--- src/rtl/addbit.sv ---
// -----------------------------------------------------------------------------
// addbit -- single-bit full adder with optional registered result capture and a
// saturating count of captured carry-out events.
//
// Ports
//   clk, rst_n       : clock (rising edge) and asynchronous active-low reset
//   a, b, ci         : addend bits and carry-in
//   sum, co          : combinational sum / carry-out (valid at all times,
//                      including during reset)
//   gen, prop        : combinational carry-generate (a&b) / propagate (a^b)
//   en               : capture enable for the registered outputs
//   clr              : synchronous clear of registered outputs and counter;
//                      wins over en
//   sum_q, co_q      : registered sum / carry-out
//   valid_q          : high once sum_q/co_q hold a captured result
//   co_cnt           : saturating count of captures that had co=1
//   co_cnt_sat       : high when co_cnt is all-ones
//
// Parameters
//   CNT_W            : width of co_cnt
//   REG_EN_DEFAULT   : reset value of the internal capture-arm flag. With the
//                      default of 1 capture is available on the first edge out
//                      of reset; with 0 the first edge after reset only arms
//                      the capture path.
// -----------------------------------------------------------------------------
module addbit #(
    parameter int CNT_W          = 8,
    parameter bit REG_EN_DEFAULT = 1'b1
) (
    input  logic             clk,
    input  logic             rst_n,
    input  logic             a,
    input  logic             b,
    input  logic             ci,
    output logic             sum,
    output logic             co,
    output logic             gen,
    output logic             prop,
    input  logic             en,
    input  logic             clr,
    output logic             sum_q,
    output logic             co_q,
    output logic             valid_q,
    output logic [CNT_W-1:0] co_cnt,
    output logic             co_cnt_sat
);

    localparam logic [CNT_W-1:0] CNT_MAX = {CNT_W{1'b1}};

    logic             sum_q_q,   sum_q_d;
    logic             co_q_q,    co_q_d;
    logic             valid_q_q, valid_q_d;
    logic [CNT_W-1:0] co_cnt_q,  co_cnt_d;
    logic             reg_en_q,  reg_en_d;
    logic             capture;

    // Adder datapath: carry expressed through generate/propagate so the same
    // terms serve both co and the exported gen/prop.
    always_comb begin
        gen  = a & b;
        prop = a ^ b;
        sum  = prop ^ ci;
        co   = gen | (prop & ci);
    end

    always_comb begin
        // NOTE: every signal driven here gets a default first, so no path
        // leaves one unassigned and no latch is inferred.
        sum_q_d   = sum_q_q;
        co_q_d    = co_q_q;
        valid_q_d = valid_q_q;
        co_cnt_d  = co_cnt_q;
        reg_en_d  = 1'b1;
        capture   = en & reg_en_q;

        if (clr) begin
            sum_q_d   = 1'b0;
            co_q_d    = 1'b0;
            valid_q_d = 1'b0;
            co_cnt_d  = '0;
        end else if (capture) begin
            sum_q_d   = sum;
            co_q_d    = co;
            valid_q_d = 1'b1;
            // Saturate rather than wrap so a full counter stays meaningful.
            if (co && (co_cnt_q != CNT_MAX)) begin
                co_cnt_d = co_cnt_q + 1'b1;
            end
        end
    end

    // NOTE: every state flop sits on the async reset so the registered
    // outputs clear immediately, without waiting for a clock edge.
    always_ff @(posedge clk or negedge rst_n) begin
        if (!rst_n) begin
            sum_q_q   <= 1'b0;
            co_q_q    <= 1'b0;
            valid_q_q <= 1'b0;
            co_cnt_q  <= '0;
            reg_en_q  <= REG_EN_DEFAULT;
        end else begin
            // NOTE: non-blocking assignments so all flops update from the
            // pre-edge values, independent of statement order.
            sum_q_q   <= sum_q_d;
            co_q_q    <= co_q_d;
            valid_q_q <= valid_q_d;
            co_cnt_q  <= co_cnt_d;
            reg_en_q  <= reg_en_d;
        end
    end

    always_comb begin
        sum_q      = sum_q_q;
        co_q       = co_q_q;
        valid_q    = valid_q_q;
        co_cnt     = co_cnt_q;
        co_cnt_sat = &co_cnt_q;
    end

endmodule

--- config.mk ---
export PLATFORM = sky130hd
export DESIGN_NAME = addbit
export DESIGN_NICKNAME = d
export VERILOG_FILES = /design/src/rtl/addbit.sv
export SDC_FILE = /design/constraint.sdc
export NUM_CORES = 1
export LEC_CHECK = 0
export ABC_AREA = 1
export CAP_MARGIN = 20
export CORE_UTILIZATION = 50
export DETAILED_ROUTE_END_ITERATION = 7
export DONT_BUFFER_PORTS = 1
export GPL_ROUTABILITY_DRIVEN = 1
export GPL_TIMING_DRIVEN = 0
export SLEW_MARGIN = 10
export SYNTH_ARGS = -nofsm -noshare
export SYNTH_HDL_FRONTEND = slang
export SYNTH_SLANG_ARGS = --single-unit
--- constraint.sdc ---
create_clock -name clk -period 1.99 [get_ports clk]
set_input_delay 0.2985 -clock clk [delete_from_list [all_inputs] [get_ports clk]]
set_output_delay 0.2985 -clock clk [all_outputs]
set_load 0.03 [all_outputs]
==> run_summary.xml <==
<?xml version="1.0" encoding="UTF-8"?>
<metrics>
  <group name="die">
    <metric name="core.rowCount" unit="">12</metric>
    <metric name="design.die.area" unit="µm²">1500</metric>
    <metric name="pin_count" unit="">23</metric>
    <metric name="die_width" unit="µm">38.7</metric>
    <metric name="core_area" unit="µm²">1190</metric>
    <metric name="die_y" unit="µm">38.7</metric>
    <metric name="effective_utilization_at_floorplan" unit="">0.569</metric>
  </group>
  <group name="power_and_ir_drop">
    <metric name="power.sequential.fraction" unit="">0.537</metric>
    <metric name="power_density" unit="nW/µm²">648</metric>
    <metric name="max-vdd-ir-drop" unit="µV">398</metric>
    <metric name="static-leakage-power" unit="nW">0.386</metric>
    <metric name="p_clk_frac" unit="">0.328</metric>
    <metric name="netSwitchingPower" unit="mW">0.148</metric>
    <metric name="swShare" unit="">0.311</metric>
    <metric name="internal-power" unit="mW">0.328</metric>
    <metric name="combinationalPowerShare" unit="">0.135</metric>
  </group>
  <group name="sta">
    <metric name="timing.final.max_slew_violations" unit="">0</metric>
    <metric name="final.min_clock_period" unit="ns">1.90</metric>
    <metric name="report.final.setup_viol" unit="">0</metric>
    <metric name="timing.clock.skew" unit="ns">0.00278</metric>
    <metric name="timing_worst_slew_pin_value" unit="ns">0.518</metric>
    <metric name="final_hold_viol_count" unit="">0</metric>
    <metric name="rsz0062_at_grt" unit="">false</metric>
    <metric name="period_share" unit="">0.955</metric>
    <metric name="slew_headroom" unit="">0.654</metric>
    <metric name="setup-tns-final" unit="ns">0</metric>
    <metric name="maxClockFrequency" unit="MHz">526</metric>
    <metric name="hold_slack" unit="ns">0.172</metric>
  </group>
  <group name="clock_tree">
    <metric name="tritoncts.num_buffers" unit="">3</metric>
    <metric name="cts_tree" unit="">done</metric>
    <metric name="clk_path_buf_depth" unit="">2</metric>
    <metric name="root_buffer_master" unit="">sky130_fd_sc_hd__clkbuf_4</metric>
    <metric name="htree_levels" unit="">1</metric>
    <metric name="number_of_clock_sinks" unit="">11</metric>
    <metric name="clkSlewWorstSetupHoldPaths" unit="ns">0.07</metric>
    <metric name="clk_latency" unit="ns">0.27</metric>
  </group>
  <group name="place">
    <metric name="post_dp_hpwl" unit="mm">1.08</metric>
    <metric name="place.detailed.instances" unit="">105</metric>
    <metric name="place_congestion" unit="">0.768</metric>
    <metric name="numPortBuffers" unit="">0</metric>
    <metric name="placement.cell_area" unit="µm²">692</metric>
  </group>
  <group name="detailed_routing">
    <metric name="detailed_route_iter0_violations" unit="">17</metric>
    <metric name="avgViaCountPerCell" unit="">5.30</metric>
    <metric name="detail-route-antenna-nets" unit="">0</metric>
    <metric name="dr_wl_cell" unit="µm">13.1</metric>
    <metric name="post-route-drc-count" unit="">0</metric>
    <metric name="dr.pass1.iters" unit="">4</metric>
    <metric name="route.final.wire_length" unit="mm">1.44</metric>
    <metric name="vias" unit="">583</metric>
  </group>
  <group name="critical_path">
    <metric name="timing.critical_path.required" unit="ns">1.69</metric>
    <metric name="levels_on_crit_path" unit="">6</metric>
    <metric name="setup.reg_to_reg.worst_slack" unit="ns">0.45</metric>
    <metric name="cp_data_arrival_time" unit="ns">1.60</metric>
    <metric name="cp_num_buf_inv" unit="">2</metric>
    <metric name="cp-start-kind" unit="">flip-flop</metric>
    <metric name="r2r-end" unit="">co_cnt[5]</metric>
    <metric name="r2r_cells" unit="">9</metric>
    <metric name="critical_path_class" unit="">reg -&gt; out</metric>
    <metric name="slowest_stage" unit="">sky130_fd_sc_hd__dfrtp_2</metric>
    <metric name="timing.rr.start" unit="">co_cnt[0]</metric>
    <metric name="critPathTopFamily" unit="">flip-flops</metric>
    <metric name="critical_path.cell_chain" unit="">ha_1 -&gt; nand2_2 -&gt; nor2_4 -&gt; nand2_4 -&gt; buf_6 -&gt; clkinvlp_4</metric>
    <metric name="critical_path_launch_point" unit="">co_cnt[0]</metric>
    <metric name="cpPeakStageDelay" unit="ns">0.49</metric>
    <metric name="critical_path_peak_fanout" unit="">10</metric>
    <metric name="setup.worst_path.end_class" unit="">output pin</metric>
    <metric name="endpoint" unit="">co_cnt_sat</metric>
  </group>
  <group name="yosys">
    <metric name="yosys_warnings" unit="">0</metric>
    <metric name="ys_seq_area_frac" unit="">0.408</metric>
    <metric name="post_synthesis_cells" unit="">91</metric>
    <metric name="syn_nets" unit="">101</metric>
    <metric name="syn-mean-instance-area" unit="µm²">7.41</metric>
    <metric name="mappedNetlistArea" unit="µm²">674</metric>
    <metric name="ys_types" unit="">18</metric>
    <metric name="postSynthRegisterBits" unit="">11</metric>
  </group>
  <group name="global_routing">
    <metric name="grt_start_max_net_pins" unit="">12</metric>
    <metric name="gr-total-overflow" unit="">0</metric>
    <metric name="antenna_violations_before_repair" unit="">0</metric>
    <metric name="total_global_routing_track_utilization" unit="">0.227</metric>
    <metric name="global_route_wire_length_before_repair" unit="mm">2.19</metric>
    <metric name="first_global_vias" unit="">529</metric>
  </group>
  <group name="cells_and_area">
    <metric name="area.growth.synth_to_final" unit="%">8.91</metric>
    <metric name="layout_commonest_cell" unit="">sky130_fd_sc_hd__nand2_1</metric>
    <metric name="most-common-layout-cells" unit="">sky130_fd_sc_hd__nand2_1, sky130_fd_sc_hd__nor2_1, sky130_fd_sc_hd__inv_1</metric>
    <metric name="drive_gt1_frac" unit="">0.156</metric>
    <metric name="final_core_util" unit="">0.619</metric>
    <metric name="antenna-diode-count" unit="">0</metric>
    <metric name="final_cell_area" unit="µm²">734</metric>
    <metric name="final_cells" unit="">110</metric>
    <metric name="final_layout_net_count" unit="">107</metric>
  </group>
  <group name="worst_hold_path">
    <metric name="min-delay-path-class" unit="">in -&gt; reg</metric>
  </group>
  <group name="run">
    <metric name="max_cap_viol_count" unit="">0</metric>
  </group>
  <group name="status">
    <metric name="status" unit="">completed</metric>
  </group>
</metrics>
-- how the worst min path moves through the flow --
stage          start         to  slack [ns]  cells past startpoint
2_1_floorplan  rst_n  co_cnt[0]       0.003                      0
3_3_place_gp   rst_n  co_cnt[7]       0.003                      0
3_5_place_dp   rst_n  co_cnt[6]       0.003                      0
4_1_cts           en    valid_q        0.17                      2
5_1_grt           en    valid_q        0.16                      2
6_report          en    valid_q        0.17                      2
-- worst register-to-register path, stage by stage (launching register included) --
cell and delay [ns]:
sky130_fd_sc_hd__dfrtp_2 0.49, sky130_fd_sc_hd__ha_1 0.25, sky130_fd_sc_hd__nand2_2 0.09, sky130_fd_sc_hd__nor2_4 0.14
sky130_fd_sc_hd__nand2_4 0.08, sky130_fd_sc_hd__buf_6 0.14, sky130_fd_sc_hd__nand3_1 0.07, sky130_fd_sc_hd__nand2_1 0.06
sky130_fd_sc_hd__nand2_1 0.05, sky130_fd_sc_hd__nor2_1 0.04
-- routing by layer --
metal | track usage | up-vias | share of wire
li1 | - | 298 | -
met1 | 0.289 | 264 | 0.46
met2 | 0.358 | 17 | 0.48
met3 | 0.0578 | 4 | 0.040
met4 | 0.103 | 0 | 0.016
met5 | 0 | - | 0
-- area by class of cell --
class	instances	area (µm²)
well taps	14	17.5
clock buffers	4	26.3
flip-flops and latches	11	278
plain buffers	3	20.0
inverters	15	60.1
fillers	106	452
repair buffers	1	10.0
multi-input cells	62	323
-- logic make-up after synthesis --
kind of cell	share of synthesized area
buf+inv	0.113
compound gates	0.0371
simple gates	0.375
fa+ha+maj	0.0668
flops	0.408
-- cells in the mapped netlist (all sizes together) --
cell type  instances  area share
o21ai              1      0.0074
nand4              5       0.046
nand3              7       0.052
nor2              17        0.12
inv               15       0.083
a21oi              4       0.030
nand2             24        0.15
dfrtp             11        0.41
fa                 1       0.030
buf                2       0.024
clkbuf             1      0.0056
nor3               1      0.0074
ha                 2       0.037
-- state kept, by name, indices dropped and copies added (netlist names) --
name     count
sum_q        1
co_q         1
valid_q      1
co_cnt       8
-- timing repair --
| item | 4_1_cts | 5_1_grt |
|---|---|---|
| hold buffers | 1 | 0 |
| resized for setup | 2 | 1 |
| setup endpoints to repair | 1 | 1 |
| setup buffers | 0 | 0 |
| hold endpoints to repair | 11 | 0 |
| pin swaps | 0 | 0 |
-- power groups by stage --
stage               combinational [mW]  clock [mW]  sequential, mW
global placement                0.0564           0           0.260
finish                          0.0642       0.156           0.256
global route                    0.0705       0.172           0.257
detailed placement              0.0583           0           0.260
floorplan                       0.0507           0           0.258
CTS                             0.0649       0.159           0.256
-- through the flow --
step                      setup slack [ns]  power, mW
after floorplan                      0.295      0.309
after global placement               0.203      0.316
after detailed placement             0.189      0.318
after CTS                           0.0163      0.479
after global routing                0.0319      0.499
final                               0.0897      0.476
No activity file was read; power rests on OpenSTA's default activity.
